[src/rtl/bash_cmd_executor.sv]
// bash_cmd_executor: shell endpoint of the bash line protocol (read a command line, decode it,
// stream one response line back, pulse solved, wait for ack). BASH_CALC_EN adds "add A B".
module bash_cmd_executor #(
   parameter int LINE_MAX = 32,
   parameter int RESP_MAX = 64
`ifdef BASH_CALC_EN
   ,
   parameter int ADD_DIGITS = 4
`endif
) (
   input  logic       clk,
   input  logic       rst,
   input  logic       line_ready,
   input  logic [5:0] line_len,
   input  logic [7:0] line_char,
   output logic       line_next,
   output logic       resp_ready,
   output logic [7:0] resp_char,
   input  logic       resp_next,
   output logic       solved,
   input  logic       solved_ack,
   output logic       busy
);
   localparam int IW = $clog2(LINE_MAX);
   localparam logic [5:0] LMAX = 6'(LINE_MAX);
   localparam logic [6:0] RMAX = 7'(RESP_MAX);

   localparam int LEN_HELLO = 13;
   localparam logic [8*LEN_HELLO-1:0] STR_HELLO = "Hello, world!";
   localparam int LEN_UNK = 15;
   localparam logic [8*LEN_UNK-1:0] STR_UNK = "Unknown command";
`ifdef BASH_CALC_EN
   localparam int LEN_HELP = 19;
   localparam logic [8*LEN_HELP-1:0] STR_HELP = "hello echo help add";
   localparam int LEN_SYN = 12;
   localparam logic [8*LEN_SYN-1:0] STR_SYN = "Syntax error";
`else
   localparam int LEN_HELP = 15;
   localparam logic [8*LEN_HELP-1:0] STR_HELP = "hello echo help";
`endif

   typedef enum logic [2:0] {S_IDLE, S_RX, S_PARSE, S_TX, S_SOLVE, S_WAIT_ACK} state_t;
   typedef enum logic [2:0] {R_HELLO, R_ECHO, R_HELP, R_UNKNOWN, R_SUM, R_SYNTAX} resp_t;

   state_t      state_q, state_d;
   resp_t       sel_q, sel_d;
   logic [5:0]  len_q, len_d;
   logic [5:0]  rx_cnt_q, rx_cnt_d;
   logic        prev_take_q, prev_take_d;
   logic [6:0]  idx_q, idx_d;
   logic [7:0]  buf_q [LINE_MAX];

   logic [5:0]  n_len;
   logic [39:0] head5;
   logic        is_hello, is_echo, is_help;
   logic [6:0]  epos;
   logic [7:0]  ch;

`ifdef BASH_CALC_EN
   localparam int ACC_W = $clog2(10**ADD_DIGITS);
   localparam int SUM_W = ACC_W + 1;
   localparam int DIG_N = ADD_DIGITS + 1;
   localparam int DIW   = $clog2(DIG_N);
   localparam int DCW   = $clog2(DIG_N + 1);
   localparam int OCW   = $clog2(ADD_DIGITS + 1);
   localparam logic [OCW-1:0] DMAX = OCW'(ADD_DIGITS);

   typedef enum logic [1:0] {PH_A, PH_B, PH_CONV} phase_t;

   logic             calc_on_q, calc_on_d;
   phase_t           phase_q, phase_d;
   logic [5:0]       pos_q, pos_d;
   logic [OCW-1:0]   dcnt_q, dcnt_d;
   logic [ACC_W-1:0] acc_a_q, acc_a_d, acc_b_q, acc_b_d;
   logic [SUM_W-1:0] sum_q, sum_d;
   logic [DCW-1:0]   dig_n_q, dig_n_d;
   logic [3:0]       dig_q [DIG_N];
   logic             dig_push;
   logic             is_add, calc_isdig;
   logic [7:0]       calc_c;
   logic [3:0]       calc_d;

   assign is_add     = (n_len == 6'd3 && head5[39:16] == "add") ||
                       (n_len >= 6'd4 && head5[39:8] == "add ");
   assign calc_c     = buf_q[pos_q[IW-1:0]];
   assign calc_isdig = (calc_c >= "0") && (calc_c <= "9");
   assign calc_d     = 4'(calc_c - 8'h30);
`endif

   assign n_len    = (rx_cnt_q > LMAX) ? LMAX : rx_cnt_q;
   assign head5    = {buf_q[0], buf_q[1], buf_q[2], buf_q[3], buf_q[4]};
   assign is_hello = (n_len == 6'd5) && (head5 == "hello");
   assign is_echo  = ((n_len == 6'd4) && (head5[39:8] == "echo")) ||
                     ((n_len >= 6'd5) && (head5 == "echo "));
   assign is_help  = (n_len == 6'd4) && (head5[39:8] == "help");

   assign busy       = (state_q != S_IDLE);
   assign solved     = (state_q == S_SOLVE);
   assign resp_ready = (state_q == S_TX);
   assign resp_char  = ch;
   assign epos       = idx_q + 7'd5;

   // Response character is a pure function of (sel, idx), so it stays stable while stalled.
   always_comb begin
      ch = 8'h00;
      case (sel_q)
         R_HELLO:   if (idx_q < 7'(LEN_HELLO)) ch = STR_HELLO[8*(LEN_HELLO-1-int'(idx_q)) +: 8];
         R_HELP:    if (idx_q < 7'(LEN_HELP))  ch = STR_HELP[8*(LEN_HELP-1-int'(idx_q)) +: 8];
         R_UNKNOWN: if (idx_q < 7'(LEN_UNK))   ch = STR_UNK[8*(LEN_UNK-1-int'(idx_q)) +: 8];
         R_ECHO:    if (epos < {1'b0, n_len})  ch = buf_q[epos[IW-1:0]];
`ifdef BASH_CALC_EN
         R_SYNTAX:  if (idx_q < 7'(LEN_SYN))   ch = STR_SYN[8*(LEN_SYN-1-int'(idx_q)) +: 8];
         R_SUM:     if (idx_q < 7'(dig_n_q))
                       ch = {4'h3, dig_q[DIW'(dig_n_q - 1 - idx_q)]};
`endif
         default:   ch = 8'h00;
      endcase
      if (idx_q >= RMAX || state_q != S_TX) ch = 8'h00;
   end

   always_comb begin
      state_d     = state_q;
      sel_d       = sel_q;
      len_d       = len_q;
      rx_cnt_d    = rx_cnt_q;
      prev_take_d = 1'b0;
      idx_d       = idx_q;
      line_next   = 1'b0;
`ifdef BASH_CALC_EN
      calc_on_d = calc_on_q;
      phase_d   = phase_q;
      pos_d     = pos_q;
      dcnt_d    = dcnt_q;
      acc_a_d   = acc_a_q;
      acc_b_d   = acc_b_q;
      sum_d     = sum_q;
      dig_n_d   = dig_n_q;
      dig_push  = 1'b0;
`endif
      case (state_q)
         S_IDLE: if (line_ready) begin
            len_d    = line_len;
            rx_cnt_d = 6'd0;
            state_d  = (line_len == 6'd0) ? S_PARSE : S_RX;
         end
         S_RX: begin
            if (rx_cnt_q == len_q || !line_ready) begin
               state_d = S_PARSE;
            end else if (!prev_take_q) begin
               line_next   = 1'b1;
               prev_take_d = 1'b1;
               rx_cnt_d    = rx_cnt_q + 6'd1;
            end
         end
         S_PARSE: begin
            idx_d = 7'd0;
`ifdef BASH_CALC_EN
            if (calc_on_q) begin
               // Serial operand scan; any deviation from "add <digits> <digits>" aborts.
               state_d = S_TX;
               sel_d   = R_SYNTAX;
               calc_on_d = 1'b0;
               case (phase_q)
                  PH_A: if (pos_q < n_len && calc_isdig && dcnt_q != DMAX) begin
                     acc_a_d = ACC_W'(acc_a_q * 10 + calc_d);
                     dcnt_d  = dcnt_q + 1'b1;
                     pos_d   = pos_q + 6'd1;
                     state_d = S_PARSE;
                     calc_on_d = 1'b1;
                  end else if (pos_q < n_len && calc_c == " " && dcnt_q != '0) begin
                     phase_d = PH_B;
                     dcnt_d  = '0;
                     pos_d   = pos_q + 6'd1;
                     state_d = S_PARSE;
                     calc_on_d = 1'b1;
                  end
                  PH_B: if (pos_q >= n_len && dcnt_q != '0) begin
                     sum_d   = SUM_W'(acc_a_q) + SUM_W'(acc_b_q);
                     phase_d = PH_CONV;
                     state_d = S_PARSE;
                     calc_on_d = 1'b1;
                  end else if (pos_q < n_len && calc_isdig && dcnt_q != DMAX) begin
                     acc_b_d = ACC_W'(acc_b_q * 10 + calc_d);
                     dcnt_d  = dcnt_q + 1'b1;
                     pos_d   = pos_q + 6'd1;
                     state_d = S_PARSE;
                     calc_on_d = 1'b1;
                  end
                  default: begin
                     dig_push = 1'b1;
                     dig_n_d  = dig_n_q + 1'b1;
                     sum_d    = SUM_W'(sum_q / 10);
                     if (sum_q < SUM_W'(10)) begin
                        sel_d = R_SUM;
                     end else begin
                        state_d   = S_PARSE;
                        calc_on_d = 1'b1;
                     end
                  end
               endcase
            end else if (is_add) begin
               calc_on_d = 1'b1;
               phase_d   = PH_A;
               pos_d     = 6'd4;
               dcnt_d    = '0;
               acc_a_d   = '0;
               acc_b_d   = '0;
               dig_n_d   = '0;
            end else
`endif
            if (n_len == 6'd0) begin
               state_d = S_SOLVE;
            end else begin
               state_d = S_TX;
               if (is_hello)     sel_d = R_HELLO;
               else if (is_echo) sel_d = R_ECHO;
               else if (is_help) sel_d = R_HELP;
               else              sel_d = R_UNKNOWN;
            end
         end
         S_TX: if (resp_next) begin
            if (ch == 8'h00) state_d = S_SOLVE;
            else             idx_d   = idx_q + 7'd1;
         end
         S_SOLVE:    state_d = S_WAIT_ACK;
         S_WAIT_ACK: if (solved_ack) state_d = S_IDLE;
         default:    state_d = S_IDLE;
      endcase
   end

   always_ff @(posedge clk or posedge rst) begin
      if (rst) begin
         state_q     <= S_IDLE;
         sel_q       <= R_UNKNOWN;
         len_q       <= 6'd0;
         rx_cnt_q    <= 6'd0;
         prev_take_q <= 1'b0;
         idx_q       <= 7'd0;
         for (int i = 0; i < LINE_MAX; i++) buf_q[i] <= 8'h00;
      end else begin
         state_q     <= state_d;
         sel_q       <= sel_d;
         len_q       <= len_d;
         rx_cnt_q    <= rx_cnt_d;
         prev_take_q <= prev_take_d;
         idx_q       <= idx_d;
         // Characters past LINE_MAX are still acknowledged but never stored.
         if (line_next && rx_cnt_q < LMAX) buf_q[rx_cnt_q[IW-1:0]] <= line_char;
      end
   end

`ifdef BASH_CALC_EN
   always_ff @(posedge clk or posedge rst) begin
      if (rst) begin
         calc_on_q <= 1'b0;
         phase_q   <= PH_A;
         pos_q     <= 6'd0;
         dcnt_q    <= '0;
         acc_a_q   <= '0;
         acc_b_q   <= '0;
         sum_q     <= '0;
         dig_n_q   <= '0;
         for (int i = 0; i < DIG_N; i++) dig_q[i] <= 4'd0;
      end else begin
         calc_on_q <= calc_on_d;
         phase_q   <= phase_d;
         pos_q     <= pos_d;
         dcnt_q    <= dcnt_d;
         acc_a_q   <= acc_a_d;
         acc_b_q   <= acc_b_d;
         sum_q     <= sum_d;
         dig_n_q   <= dig_n_d;
         if (dig_push) dig_q[dig_n_q[DIW-1:0]] <= 4'(sum_q % 10);
      end
   end
`endif
endmodule

[config.mk]
export PLATFORM = sky130hd
export DESIGN_NAME = bash_cmd_executor
export DESIGN_NICKNAME = d
export VERILOG_FILES = /design/src/rtl/bash_cmd_executor.sv
export SDC_FILE = /design/constraint.sdc
export NUM_CORES = 1
export LEC_CHECK = 0
export ABC_CLOCK_PERIOD_IN_PS = 9850
export BUFFER_PORTS_ARGS = -buffer_cell sky130_fd_sc_hd__buf_4
export CORE_MARGIN = 2
export CORE_UTILIZATION = 55
export DETAILED_ROUTE_END_ITERATION = 10
export HOLD_SLACK_MARGIN = 0.08
export PLACE_DENSITY = 0.74
export REMOVE_ABC_BUFFERS = 1
export SLEW_MARGIN = 20
export SYNTH_ARGS = -nofsm -noshare
export SYNTH_HDL_FRONTEND = slang
export SYNTH_SLANG_ARGS = --single-unit
[constraint.sdc]
create_clock -name clk -period 9.85 [get_ports clk]
set_input_delay 1.97 -clock clk [delete_from_list [all_inputs] [get_ports clk]]
set_output_delay 1.97 -clock clk [all_outputs]
set_load 0.01 [all_outputs]
; ---- Yosys cells after proc, flatten, opt, wreduce, memory -nomap -nowiden
; Index checks and enable logic that the tools add are counted.
[op_classes]
addsub = 5
magnitude_cmp = 10
n_eq_ne = 24
n_shift = 3
mux = 34
bitwise = 3
n_reduce_logical = 23
[op_table]
columns = op, n
row1 = 256-bit bitwise mux, 1
row2 = 120-bit by 11-bit variable part select with 8-bit output (first input constant), 2
row3 = 104-bit by 11-bit variable part select with 8-bit output (first input constant), 1
row4 = 40-bit by 39-bit == test with 1-bit output (second input constant), 2
row5 = 32-bit by 31-bit == test with 1-bit output (second input constant), 2
row6 = 8-bit two-way mux, 8
row7 = 8-bit binary-select mux with 5-bit select, 1
row8 = 8-bit demux with 5-bit select, 1
row9 = 8-bit case mux with 4 select lines, 1
row10 = 6-bit two-way mux, 4
row11 = 3-bit two-way mux, 6
row12 = 3-bit case mux with 6 select lines, 1
row13 = 4-bit by 7-bit subtractor with 8-bit output (first input constant), 2
row14 = 7-bit by 4-bit less-than comparator with 1-bit output (second input constant), 2
row15 = 7-bit two-way mux, 2
row16 = 7-bit case mux with 2 select lines, 1
row17 = 3-bit by 2-bit == test with 1-bit output (second input constant), 4
row18 = 6-bit by 3-bit == test with 1-bit output (second input constant), 2
row19 = 6-bit greater-or-equal comparator (second input constant), 2
row20 = 6-bit logical NOT, 2
row21 = 2-bit != test (second input constant), 6
row22 = 5-bit NOT with 6-bit output, 2
row23 = 6-bit case mux with 2 select lines, 1
row24 = 8-bit logical NOT, 1
row25 = 27 further kinds, 45
[totals]
ff_bits = 282
input_bits = 19
output_inout_bits = 12
elab_cells = 140

; ---- Depth between registers and ports, before layout
; Gate-level depths: netlist (run 1).
[logic_depth]
ltp_word = 12
ltp_mapped = 18
depth_no_buf = 15

; ---- Least setup slack after synthesis (run 1)
; OpenSTA, ideal clock, no wires.
[synth_path]
kind = flip-flop to output port
start = register idx_q[0]
end = output resp_char[6]
t_arrival_ps = 3241
t_required_ps = 7880
path_slack_ps = 4639
stages_incl_launch_ff = 12
n_path_buf = 4
path_cell_list = dfrtp_1 -> buf_4 -> clkinv_1 -> clkbuf_1 -> ha_1 -> buf_2 -> buf_2 -> mux4_2 -> mux4_2 -> mux2_2 -> a221oi_2 -> nor2_1
[synth_via]
elab_chain_len = 8
elab_cells_between_ends = 21
cone_classes = 3 x add/sub / 4 x order compare / 3 x shift / 9 x mux / 1 x bitwise / 1 x reduce/logical
[synth_lines]
columns = item, line_no
row1 = from (decl), 50  ; logic [6:0] idx_q, idx_d;
row2 = from (signal assigned), 246  ; idx_q <= idx_d;
row3 = branches (longest 7 deep; another with 4-bit by 7-bit subtractor with 8-bit output), --
row4 = 8-bit two-way mux *, 118  ; if (idx_q >= RMAX || state_q != S_TX) ch = 8'h00;
row5 = to (decl), 18  ; output logic [7:0] resp_char,
; Every way passes the cells marked *. The select of a mux whose other input is x is not followed.

; ---- Worst setup path after layout (run 1)
[layout_path]
start = register idx_q[0]
end = output resp_char[3]
; Same word-level chain as after synthesis.

==> out/results.tsv, run 1 <==
metric	value	unit
status	finished with violations	
violations	design-rule violations	
cts_resized	0	
synth_seq_cells	281	
dieHeight	167	um
p_leak	7.53	nW
cp.depth	12	
layout-drive-gt1-share	0.373	
ant_nets	0	
crit_family	adder cells	
utilization	0.618	
synthCells	1180	
antenna_found_initial	0	
dr_total_vias	9985	
synth.avg_cell_area	12.4	um^2
root_buffer	clkbuf_16	
grt_max_degree	161	
pin_count	31	
synth.distinct_cells	81	
vdd_drop_max	186	uV
n_fill_cell	2025	
cts_tree	built	
drt-initial-drc-count	1077	
setup_violations	0	
areaGrowthSynthToFinish	9.98	%
postCtsHoldBufs	0	
firstDrtPassIters	8	
cp-start-kind	flop	
path_clk_slew	0.06	ns
ys.flop_type	dfrtp_1	
insertion_delay	0.56	ns
htreeDepth	1	
hp-class	reg2reg	
powerDensity	265	nW/um^2
worst_ep_required_time	7.88	ns
synth_top_area_frac	0.475	
crit_buf_inv	3	
grt_pass1_wl	58900	um
fmax	148	MHz
overflow	0	
cpPeakStageDelay	0.73	ns
tns	0	ns
n_antenna_cell	0	
synth_area_leaders	dfrtp_1 48%, mux2_2 20%, mux4_2 9.7%	
async_reset_ff_frac	1.00	
mostFrequentLayoutCells	278 x dfrtp_1, 266 x mux2_2, 112 x nand2_1	
cpMaxStageDelayCell	dfrtp_4	
drc	4	
cts_sinks	281	
cts_setup_buffers	0	
core_area	26100	um^2
critPathKind	reg2out	
rows	59	
max_slew_margin	0.394	
cts_buffers	29	
wl_per_cell	24.4	um
period_minus_slack	6.76	ns
vias_per_cell	6.56	
track_usage	0.269	
grt_pass1_vias	10200	
tightest_slew	0.909	ns
cts_max_path_buffers	3	
cp-end-kind	output pin	
nNetsFinal	1197	
dp_hpwl	24500	um
max_cap_violations	0	
synth_edf_count	0	
grt_setup_unrepaired	no	
layout_commonest_cell	dfrtp_1	
numPortBuffers	30	
finalHoldViolCount	0	
r2r_cells	14	
final_max_slew_viol_count	0	
totalWireLength	37200	um
hold_path_depth	1	
synth_area	14700	um^2
skew	0.0276	ns
arrival	4.79	ns
die_w	167	um
start_util	0.562	
cp_cell_sequence	ha_1 -> o21ai_1 -> xor2_1 -> inv_1 -> ha_1 -> and4_1 -> o21ai_0 -> o2111ai_2 -> inv_1 -> a221o_1 -> and2_1 -> buf_4	
ys_seq_area_frac	0.479	
timing.final.crit_share	0.686	
synth_top_area_cell	dfrtp_1	
globalplace.congestion	1.05	
yosysWarnings	0	
die_area	28000	um^2
cp_max_fo	31	
[cells in the mapped netlist (3+ instances only)]
cell	number
or3_1	9
nor2_1	49
o22ai_1	4
buf_1	7
or2_2	3
inv_1	15
buf_2	11
xnor2_1	13
nand2_1	112
xor2_1	10
nor4b_1	5
mux2i_1	8
inv_2	4
nor3b_1	7
nand2b_1	4
nand3_1	32
a2111oi_0	3
o21ai_0	27
a21oi_1	33
nor2b_1	4
a31oi_1	13
dfrtp_1	279
and2_1	4
buf_4	6
nor4_1	7
and3_1	11
ha_1	11
nand4_1	11
mux2_2	266
buf_6	3
mux4_2	63
nor3_1	17
a21o_1	5
a221oi_1	4
nand3b_1	3
clkbuf_1	56
[metal layers]
metal  wire length [um]  vias up  global-route usage  part of all wire
met2              17300      395               0.432              0.46
met1              15700     5151               0.373              0.42
li1                   -     4336                   -                 -
met4               1690        0               0.111             0.045
met3               2470      103              0.0390             0.066
met5                  0        -                   0                 0
[cell families after synthesis]
family,share of synthesized area
flops,0.479
buf+inv,0.0309
compound gates,0.0602
xor+xnor,0.0175
fa+ha+maj,0.00937
simple gates,0.0971
mux,0.306
[path summary, 6_finish.rpt]
| kind | start | endpoint | slack [ns] |
|---|---|---|---|
| max in group asynchronous | rst | idx_q[0]$_DFFE_PP0P_ | 6.83 |
| min | buf_q[98]$_DFFE_PP0P_ | buf_q[98]$_DFFE_PP0P_ | 0.50 |
| max reg2reg | idx_q[0]$_DFFE_PP0P_ | state_q[0]$_DFFE_PP0P_ | 4.62 |
| min in group asynchronous | rst | buf_q[34]$_DFFE_PP0P_ | 1.56 |
| min reg2reg | buf_q[98]$_DFFE_PP0P_ | buf_q[98]$_DFFE_PP0P_ | 0.50 |
| max | idx_q[0]$_DFFE_PP0P_ | resp_char[3] | 3.09 |
[final cells by class]
cell class / count / area, um^2 / share of cell area
multi-input cells: 794 / 7220 / 0.447
inverters: 21 / 86.3 / 0.00534
clock inverters: 18 / 299 / 0.0185
flip-flops and latches: 281 / 7040 / 0.436
well taps: 335 / 419 / 0.0259
clock buffers: 34 / 774 / 0.0479
repair buffers: 40 / 313 / 0.0194
[registers in the layout, summed over array words and instances (netlist names)]
name and flops:
buf_q 256, idx_q 7, len_q 6, rx_cnt_q 6, state_q 3, sel_q 2, prev_take_q 1
[power breakdown]
part | total, mW | internal [mW] | leakage [nW] | switching [mW]
Clock | 1.23 | 0.769 | 0.527 | 0.461
Sequential | 1.50 | 1.31 | 3.84 | 0.188
Combinational | 1.55 | 0.651 | 3.17 | 0.895
Total | 4.27 | 2.73 | 7.53 | 1.54
[through the flow]
step | setup slack, ns | hold slack [ns] | instances | power, mW | instance area [um^2]
final | 3.09 | 0.499 | 1523 | 4.27 | 16200
after global routing | 2.79 | 0.511 | 1523 | 4.47 | 16200
after CTS | 3.15 | 0.503 | 1523 | 4.27 | 16200
after detailed placement | 3.73 | 0.489 | 1471 | 3.04 | 15100
after global placement | 3.79 | 0.481 | 1471 | 3.02 | 15100
after floorplan | 0.133 | 0.469 | 1096 | 2.57 | 14300
Power figures use the tool's default switching activity.
==> run 2, diff against run 1 <==
ABC_AREA = 1   (was unset)
ABC_CLOCK_PERIOD_IN_PS = 6350   (was 9850)
PLACE_DENSITY = 0.71   (was 0.74)
clock period = 6.35 ns   (was 9.85 ns; I/O delays follow)
==> out/results.tsv, run 2 <==
metric	value	unit	change
cts_setup_buffers	0		unchanged
overflow	0		unchanged
worst_ep_required_time	5.08	ns	was 7.88 ns
dp_hpwl	26400	um	was 24500 um
firstDrtPassIters	5		was 8
skew	0.0184	ns	was 0.0276 ns
drc	0		was 4
crit_family	simple AND/OR/NAND/NOR gates		was adder cells
dieHeight	166	um	was 167 um
grt_setup_unrepaired	no		unchanged
cpMostUsedCell	nand2_1		
dr_total_vias	13100		was 9985
netlist_top_cells_count	616 x nand2_1, 279 x dfrtp_1, 240 x nand3_1, 142 x o21ai_0, 128 x nor2_1		was 279 x dfrtp_1, 266 x mux2_2, 112 x nand2_1, 63 x mux4_2, 56 x clkbuf_1
grt_pass1_vias	12300		was 10.2k
cp-end-kind	output pin		unchanged
cp-start-kind	flop		unchanged
async_reset_ff_frac	1.00		unchanged
cts_tree	built		unchanged
wl_per_cell	18.2	um	was 24.4 um
start_util	0.558		was 0.562
setup_violations	0		unchanged
cts_max_path_buffers	3		unchanged
cp_max_fo	68		was 31
rows	59		unchanged
globalplace.congestion	0.967		was 1.05
final_area	15800	um^2	was 16200 um^2
synth.distinct_cells	42		was 81
hp-class	reg2reg		unchanged
n_antenna_cell	0		unchanged
status	complete, no violations		was finished with violations
areaGrowthSynthToFinish	8.96	%	was 9.98%
synth_most_common_cell	nand2_1		was dfrtp_1
timing.final.crit_share	0.855		
htreeDepth	1		unchanged
nNetsFinal	1923		was 1197
track_usage	0.297		was 0.269
cts_sinks	281		unchanged
root_buffer	clkbuf_16		unchanged
cpPeakStageDelay	0.92	ns	was 0.73 ns
synth_area	14500	um^2	was 14700 um^2
drt-initial-drc-count	1524		was 1077
fmax	184	MHz	
synth_edf_count	0		unchanged
tightest_slew	1.12	ns	was 0.909 ns
cts_buffers	31		was 29
postCtsHoldBufs	0		unchanged
period_minus_slack	5.43	ns	
totalWireLength	40900	um	was 37200 um
final_max_slew_viol_count	0		unchanged
numPortBuffers	30		unchanged
n_fill_cell	2390		was 2025
powerDensity	388	nW/um^2	was 265 nW/um^2
finalHoldViolCount	0		unchanged
layout_commonest_cell	nand2_1		was dfrtp_1
arrival	4.16	ns	was 4.79 ns
antenna_found_initial	0		unchanged
die_area	27700	um^2	was 28000 um^2
synth_top_area_cell	dfrtp_1		unchanged
path_clk_slew	0.06	ns	about the same
max_cap_violations	0		unchanged
top_register	buf_q		unchanged
largest_registers	buf_q x256, idx_q x7		unchanged
pin_count	31		unchanged
ant_nets	0		unchanged
core_area	26000	um^2	was 26100 um^2
cpMaxStageDelayCell	dfrtp_4		unchanged
ys_seq_area_frac	0.485		was 0.479
vias_per_cell	5.82		was 6.56
yosysWarnings	0		unchanged
max_slew_margin	0.254		was 0.394
grt_pass1_wl	66900	um	was 58900 um
layout-drive-gt1-share	0.0746		was 0.373
synth_area_leaders	dfrtp_1 48%, nand2_1 16%, nand3_1 8.3%		was dfrtp_1 48%, mux2_2 20%, mux4_2 9.7%
final_cells	2251		was 1523
placed_cell_area	14800	um^2	was 15100 um^2
vdd_drop_max	241	uV	was 186 uV
grt_max_degree	135		was 161
synth_top_area_frac	0.481		was 0.475
cp_cell_sequence	inv_2 -> ha_2 -> buf_4 -> nand2_1 -> o221ai_1 -> nand2_1 -> nand2_1 -> nand2_1 -> nand3_1 -> nand2_1 -> nand3_1 -> inv_1 -> buf_4		was ha_1 -> o21ai_1 -> xor2_1 -> inv_1 -> ha_1 -> and4_1 -> o21ai_0 -> o2111ai_2 -> inv_1 -> a221o_1 -> and2_1 -> buf_4
die_w	166	um	was 167 um
synth_seq_cells	281		unchanged
insertion_delay	0.58	ns	was 0.56 ns
mostFrequentLayoutCells	616 x nand2_1, 278 x dfrtp_1, 240 x nand3_1		was 278 x dfrtp_1, 266 x mux2_2, 112 x nand2_1
synth.avg_cell_area	7.53	um^2	was 12.4 um^2
p_leak	7.42	nW	was 7.53 nW
crit_buf_inv	4		was 3
ys.flop_type	dfrtp_1		unchanged
dpl.cell_count	2195		was 1471
ff2ff_setup_slack	2.12	ns	was 4.62 ns
critPathKind	reg2out		unchanged
cts_resized	0		unchanged
synthCells	1927		was 1180
largest_reg_flops	256		unchanged
==> run 2: changes by cell type in the layout (fill, tap and decap cells not counted), sizes merged, moves of 11 or more <==
cell	delta
nand2	+512
mux2	-266
o21ai	+229
nand3	+210
nor2	+92
inv	+90
mux4	-63
a21oi	+30
clkbuf	+14
xnor2	-14
a31oi	-12
and3	-11
o211ai	+11
==> run 2: layout make-up <==
cell class	count	area, um^2	share of cell area
multi-input cells	1420	6530	0.413
flip-flops and latches	281	7040	0.445
inverters	112	428	0.0271
well taps	335	419	0.0265
repair buffers	47	382	0.0241
clock buffers	48	930	0.0588
clock inverters	8	88.8	0.00562
==> run 2: where the power goes <==
group	switching (mW)	leakage (nW)	internal [mW]	total, mW
Sequential	0.250	3.80	2.08	2.34
Clock	0.740	0.496	1.04	1.78
Combinational	1.37	3.13	0.654	2.02
Total	2.36	7.42	3.78	6.14
==> run 2: logic make-up (layout without fill, tap and decap cells) <==
logic type,Yosys count,in the layout,synth area share
AO/OA/AOI/OAI,345,345,0.124
adder cells (fa/ha/maj),11,11,0.00949
XOR/XNOR,8,8,0.00612
AND/OR/NAND/NOR,1056,1056,0.309
buffers and inverters,226,215,0.0661
flip-flops,281,281,0.485
==> run 2: stage by stage <==
step	util	TNS [ns]	total power, mW	hold WS (ns)	setup WS, ns
after global placement	0.569	0	4.31	0.461	1.68
after global routing	0.608	0	6.52	0.506	0.735
after floorplan	-	-769.92	3.69	0.448	-2.67
after detailed placement	0.569	0	4.34	0.471	1.61
after CTS	0.608	0	6.13	0.481	1.01
final	0.608	0	6.14	0.478	0.920
==> run 2: path summary, 6_finish.rpt <==
check / start / end / cells after the start
setup reg to reg: idx_q[0]$_DFFE_PP0P_ / idx_q[0]$_DFFE_PP0P_ / 17
min in group asynchronous: rst / buf_q[93]$_DFFE_PP0P_ / 2
hold reg to reg: prev_take_q$_DFF_PP0_ / prev_take_q$_DFF_PP0_ / 1
hold / removal: prev_take_q$_DFF_PP0_ / prev_take_q$_DFF_PP0_ / 1
max in group asynchronous: rst / idx_q[0]$_DFFE_PP0P_ / 3
setup / recovery: idx_q[0]$_DFFE_PP0P_ / resp_char[7] / 13
==> run 2: layer usage <==
layer  global-route usage  vias up  wire (um)
li1                     -     6281          -
met1                0.436     6179      18200
met2                0.448      548      17900
met3               0.0544      102       3520
met4                0.103        0       1370
met5                    0        -          0
